==> src/rtl/pwm_pkg.sv <==
// Shared constants for the PWM generator/capture family.
// State encoding, default width and counter limit helper.
package pwm_pkg;

  localparam logic [1:0] ST_IDLE = 2'd0;
  localparam logic [1:0] ST_ARM  = 2'd1;
  localparam logic [1:0] ST_HIGH = 2'd2;
  localparam logic [1:0] ST_LOW  = 2'd3;

  localparam int PWM_WIDTH_DEF = 16;

  // Control-register bit positions shared with the generator.
  // Capture polarity occupies the generator's align bit.
  localparam int PWM_CTRL_EN_BIT    = 0;
  localparam int PWM_CTRL_ALIGN_BIT = 1;
  localparam int PWM_CTRL_POL_BIT   = PWM_CTRL_ALIGN_BIT;

  localparam logic PWM_POL_ACT_HIGH = 1'b0;
  localparam logic PWM_POL_ACT_LOW  = 1'b1;

  // Largest value a w-bit saturating counter can hold.
  function automatic longint unsigned pwm_cnt_max(
    input int unsigned w
  );
    return (64'd1 << w) - 64'd1;
  endfunction

endpackage

==> src/rtl/pwm_in_sync.sv <==
// Pin synchronizer with polarity and edge detection.
// Outputs the active level plus single-cycle rise/fall.
module pwm_in_sync #(
  parameter int SYNC_STAGES = 2
) (
  input  logic clk_i,
  input  logic rst_i,
  input  logic pol_i,
  input  logic pin_i,
  output logic s_o,
  output logic rise_o,
  output logic fall_o
);

  logic [SYNC_STAGES-1:0] sync_q;
  logic                   prev_q;
  logic                   raw;
  logic                   prev_s;

  assign raw = sync_q[SYNC_STAGES-1];

  // Shift the pin through the chain; keep the last raw level.
  always_ff @(posedge clk_i) begin
    if (rst_i) begin
      sync_q <= '0;
      prev_q <= 1'b0;
    end else begin
      sync_q <= {sync_q[SYNC_STAGES-2:0], pin_i};
      prev_q <= raw;
    end
  end

  // History is kept raw so a polarity change never fakes an edge.
  assign s_o    = raw ^ pol_i;
  assign prev_s = prev_q ^ pol_i;
  assign rise_o = s_o & ~prev_s;
  assign fall_o = ~s_o & prev_s;

endmodule

==> src/rtl/pwm_capture.sv <==
// PWM period / active-time measurement with stuck detection.
// Results are held as status registers until the next update.
module pwm_capture
  import pwm_pkg::*;
#(
  parameter int WIDTH       = PWM_WIDTH_DEF,
  parameter int SYNC_STAGES = 2
) (
  input  logic             clk,
  input  logic             rst,
  input  logic             cap_en,
  input  logic             polarity,
  input  logic             pwm_in,
  output logic [WIDTH-1:0] period_out,
  output logic [WIDTH-1:0] high_out,
  output logic             meas_valid,
  output logic             stuck_high,
  output logic             stuck_low,
  output logic             busy
);

  localparam logic [WIDTH-1:0] CNT_MAX =
    WIDTH'(pwm_cnt_max(WIDTH));
  localparam logic [WIDTH-1:0] ONE = WIDTH'(1);

  logic [1:0]       state_q, state_d;
  logic [WIDTH-1:0] cnt_q, cnt_d;
  logic [WIDTH-1:0] hi_q, hi_d;
  logic [WIDTH-1:0] per_q, per_d;
  logic [WIDTH-1:0] high_q, high_d;
  logic             valid_q, valid_d;
  logic             sth_q, sth_d;
  logic             stl_q, stl_d;
  logic             pol_q, pol_d;

  logic             s, rise, fall;
  logic             at_max;
  logic [WIDTH-1:0] cnt_inc;
  logic             to_hit, to_high;

  pwm_in_sync #(
    .SYNC_STAGES(SYNC_STAGES)
  ) u_sync (
    .clk_i (clk),
    .rst_i (rst),
    .pol_i (pol_q),
    .pin_i (pwm_in),
    .s_o   (s),
    .rise_o(rise),
    .fall_o(fall)
  );

  assign at_max  = (cnt_q == CNT_MAX);
  assign cnt_inc = at_max ? cnt_q : cnt_q + ONE;

  // Next-state: edge-driven measurement, timeout, and abort.
  always_comb begin
    state_d = state_q;
    cnt_d   = cnt_q;
    hi_d    = hi_q;
    per_d   = per_q;
    high_d  = high_q;
    valid_d = 1'b0;
    sth_d   = sth_q;
    stl_d   = stl_q;
    pol_d   = pol_q;
    to_hit  = 1'b0;
    to_high = 1'b0;
    unique case (state_q)
      ST_IDLE: begin
        cnt_d = '0;
        if (cap_en) begin
          state_d = ST_ARM;
          pol_d   = polarity;
        end
      end
      ST_ARM: begin
        if (rise) begin
          cnt_d   = ONE;
          state_d = ST_HIGH;
        end else if (at_max) begin
          to_hit  = 1'b1;
          to_high = s;
        end else begin
          cnt_d = cnt_inc;
        end
      end
      ST_HIGH: begin
        if (fall) begin
          hi_d    = cnt_q;
          cnt_d   = cnt_inc;
          state_d = ST_LOW;
        end else if (at_max) begin
          to_hit  = 1'b1;
          to_high = 1'b1;
        end else begin
          cnt_d = cnt_inc;
        end
      end
      ST_LOW: begin
        if (rise) begin
          per_d   = cnt_q;
          high_d  = hi_q;
          valid_d = 1'b1;
          sth_d   = 1'b0;
          stl_d   = 1'b0;
          cnt_d   = ONE;
          state_d = ST_HIGH;
        end else if (at_max) begin
          to_hit  = 1'b1;
          to_high = 1'b0;
        end else begin
          cnt_d = cnt_inc;
        end
      end
      default: state_d = ST_IDLE;
    endcase
    if (to_hit) begin
      valid_d = 1'b1;
      cnt_d   = '0;
      state_d = ST_ARM;
      per_d   = CNT_MAX;
      high_d  = to_high ? CNT_MAX : '0;
      sth_d   = to_high;
      stl_d   = ~to_high;
    end
    if (!cap_en && state_q != ST_IDLE) begin
      state_d = ST_IDLE;
      cnt_d   = '0;
      hi_d    = hi_q;
      per_d   = per_q;
      high_d  = high_q;
      valid_d = 1'b0;
      sth_d   = sth_q;
      stl_d   = stl_q;
    end
  end

  // State, counter and result registers.
  always_ff @(posedge clk) begin
    if (rst) begin
      state_q <= ST_IDLE;
      cnt_q   <= '0;
      hi_q    <= '0;
      per_q   <= '0;
      high_q  <= '0;
      valid_q <= 1'b0;
      sth_q   <= 1'b0;
      stl_q   <= 1'b0;
      pol_q   <= 1'b0;
    end else begin
      state_q <= state_d;
      cnt_q   <= cnt_d;
      hi_q    <= hi_d;
      per_q   <= per_d;
      high_q  <= high_d;
      valid_q <= valid_d;
      sth_q   <= sth_d;
      stl_q   <= stl_d;
      pol_q   <= pol_d;
    end
  end

  assign period_out = per_q;
  assign high_out   = high_q;
  assign meas_valid = valid_q;
  assign stuck_high = sth_q;
  assign stuck_low  = stl_q;
  assign busy       = (state_q != ST_IDLE);

endmodule

==> config.mk <==
export PLATFORM = sky130hd
export DESIGN_NAME = pwm_capture
export DESIGN_NICKNAME = d
export VERILOG_FILES = /design/src/rtl/pwm_pkg.sv /design/src/rtl/pwm_in_sync.sv /design/src/rtl/pwm_capture.sv
export SDC_FILE = /design/constraint.sdc
export NUM_CORES = 1
export LEC_CHECK = 0
export CAP_MARGIN = 20
export CORE_MARGIN = 5
export CORE_UTILIZATION = 55
export CTS_CLUSTER_DIAMETER = 200
export DETAILED_ROUTE_END_ITERATION = 8
export GPL_ROUTABILITY_DRIVEN = 1
export GPL_TIMING_DRIVEN = 0
export PLACE_DENSITY = 0.79
export SETUP_SLACK_MARGIN = 0.2
export SLEW_MARGIN = 20
export SYNTH_ARGS = -nofsm -noshare
export SYNTH_HDL_FRONTEND = slang
export SYNTH_SLANG_ARGS = --single-unit
==> constraint.sdc <==
create_clock -name clk -period 4.5 [get_ports clk]
set_input_delay 0.9 -clock clk [delete_from_list [all_inputs] [get_ports clk]]
set_output_delay 0.9 -clock clk [all_outputs]
set_load 0.01 [all_outputs]
==> run summary <==
Startpoint Class - flip-flop
hold worst-path end - u_sync.sync_q[1]
number of enable flip-flop cells after synthesis - 0
setup TNS - 0 ns
setup skew after layout - 0.008334 ns
critical path fanouts, max - 10
htree depth - 3
Post-Synthesis Cells - 326
syn_nets - 336
Hold Path Cell Cnt - 1
clock latency on the worst-skew pair - 0.35 ns
relative slew slack - 53.44%
post-synth top area cell - dfxtp_1
core area - 5816 um^2
Max-cap violations - 0
grt ovf - 0
worst reg2reg path startpoint - state_q[1]
layout net count - 386
unrepaired setup endpoints after global routing - false
Yosys Warn Count - 0
Worst setup EP type - primary output
area of the mapped netlist - 3237 um^2
DP HPWL - 5.051 mm
final wirelength - 7.179 mm
sequential fraction of the synthesis area - 45.15%
# rows - 28
Yosys reg bits - 73
CTS Buf Count - 9
CTS tree - yes
Total Die Area - 7519 um^2
top cells by area, synth - dfxtp_1 45%, o221a_2 5.6%, mux2i_1 5.3%, a211oi_2 4.3%, nor2_1 3.8%
CTS Hold Buffers Added - 0
Setup CP Type - reg -> out
CTS clk-pin slew, worst paths - 0.08 ns
buffers added on ports - 39
Post-Route Utilization - 68.18%
reg-to-reg slack, setup - 1.94 ns
Worst EP required - 3.60 ns
minimum clock period - 2.931 ns
Post-synth ARST share - 0%
total number of vias - 2,575
worst min path class - reg -> reg
Die X - 86.72 um
post_cts resized - 0
count of pins over their slew limit - 0
Post-DRT Antenna Nets - 0
Placer Congestion - 0.8260
Antenna diodes - 0
status - finished clean
DRT Pass-1 Iters - 4
power density cells - 375.1 nW/um^2
initial antenna violation count - 0
CTS max path bufs - 2
R2R Path End - high_out[0]
Top FF cell, synth - dfxtp_1
Global Route Usage Sum - 21.06%
Syn-to-layout area delta - 22.50%
DR DRC count - 0
Root Buffer - clkbuf_8
R2R cell count - 8
Fin. Hold Viols - 0
critical path arrival - 2.03 ns
placed cell count - 440
cell leakage power - 1.369 nW
vias in the first global route - 2,555
first-pass GRT wire length - 12.44 mm
share of cells above drive strength 1 - 17.06%
worst ir drop on vdd - 0.2495 mV
share of the synthesized area in the top cell type - 45.15%
DRT iter0 DRCs - 152
routed vias/inst - 5.647
Netlist cell types - 48
Worst Min Path Start - u_sync.sync_q[0]
Final setup violation count - 0
Initial Util - 55.66%
Worst Tran Pin Value - 0.6983 ns
IO Count - 41
fin crit share - 65.14%
synthesized area per cell - 9.929 um^2
clock sinks - 73
final std cells w/o fill - 456
f_max - 341.2 MHz
Setup Buffers After CTS - 0
mean routed wirelength per cell - 15.74 um
Worst Setup SP - state_q[1]
largest net degree at the start of global routing - 13
Die Y - 86.72 um
flip-flops by register name (all words and copies together), names as in the netlist:
register	cells
meas_valid	1
high_out	16
u_sync.prev_q	1
state_q	2
stuck_high	1
stuck_low	1
u_sync.sync_q	2
cnt_q	16
period_out	16
hi_q	16
pol_q	1
layer usage:
layer / vias up / part of all wire (%) / track usage [%]
li1: 1291 / - / -
met1: 1222 / 47 / 27.95
met2: 53 / 47 / 32.82
met3: 9 / 4.2 / 5.133
met4: 0 / 1.3 / 8.640
met5: - / 0 / 0
logic make-up (layout without fill, tap and decap cells):
logic type / after synthesis / count (layout) / share of synthesized area [%]
adder cells (fa/ha/maj): 5 / 5 / 1.933
AO/OA/AOI/OAI: 64 / 64 / 18.28
XOR/XNOR: 12 / 12 / 3.247
multiplexers: 18 / 18 / 5.605
flip-flops: 73 / 73 / 45.15
AND/OR/NAND/NOR: 127 / 127 / 20.76
buffers and inverters: 27 / 82 / 5.025
layout by cell type, fill, tap and decap left out, types with 2 or more instances in the layout:
cell type,count
dfxtp_1,73
clkdlybuf4s50_1,39
nor2_1,33
nand2_1,28
nor3_1,22
mux2i_1,17
o221a_2,16
a211oi_2,11
nand3_1,11
clkbuf_1,10
clkbuf_8,10
a211oi_1,9
xnor2_1,8
a21oi_1,8
nor2b_1,7
o21ai_0,7
and4_1,6
inv_1,5
nand4_1,5
buf_4,5
ha_1,5
xor2_1,4
nor4b_1,3
buf_6,3
buf_2,3
bufinv_16,3
and3_1,2
nand4_4,2
nand2_2,2
Yosys cell counts (2+ instances only):
cell,count
a211oi_1,9
a211oi_2,11
a21oi_1,8
and3_1,2
and4_1,6
buf_2,3
buf_4,5
buf_6,3
clkbuf_1,9
dfxtp_1,73
ha_1,5
inv_1,5
mux2i_1,17
nand2_1,28
nand2_2,2
nand3_1,11
nand4_1,5
nand4_4,2
nor2_1,33
nor2b_1,7
nor3_1,22
nor4b_1,3
o21ai_0,7
o221a_2,16
xnor2_1,8
xor2_1,4
worst max path at each step:
stage,slack [ns],to,cells after the start
after global placement,1.54,high_out[1],6
after CTS,1.57,busy,5
final,1.57,busy,5
after global routing,1.44,busy,5
after floorplan,2.39,high_out[0],8
after detailed placement,1.54,high_out[1],6
critical path: stages (launching register included):
cell             delay (ns)
dfxtp_1                0.42
inv_1                  0.09
ha_1                   0.20
clkbuf_1               0.23
inv_1                  0.18
clkdlybuf4s50_1        0.56
final cells by class:
type / count / area (um^2)
tap: 75 / 93.84
buffer: 21 / 140.1
inverter: 6 / 22.52
clock inverter: 5 / 102.6
sequential: 73 / 1461
clock buffer: 11 / 141.4
timing repair buffer: 39 / 390.4
multi-input combinational: 226 / 1613
fill: 491 / 1851
per-stage QoR:
step | cell area, um^2 | hold slack, ns | worst slack [ns] | total power, mW
5_1_grt | 3965 | 0.4627 | 1.445 | 1.553
4_1_cts | 3965 | 0.4601 | 1.567 | 1.498
2_1_floorplan | 3237 | 0.4138 | 2.389 | 0.8198
3_3_place_gp | 3721 | 0.4492 | 1.542 | 0.8673
6_report | 3965 | 0.4598 | 1.569 | 1.487
3_5_place_dp | 3721 | 0.4433 | 1.539 | 0.8719
power by group:
part           total (mW)  switching, mW  internal, mW
Combinational       0.188          0.119        0.0682
Sequential          0.671         0.0136         0.658
Clock               0.628          0.246         0.383
Total                1.49          0.379          1.11
No activity file was read; power rests on OpenSTA's default activity.
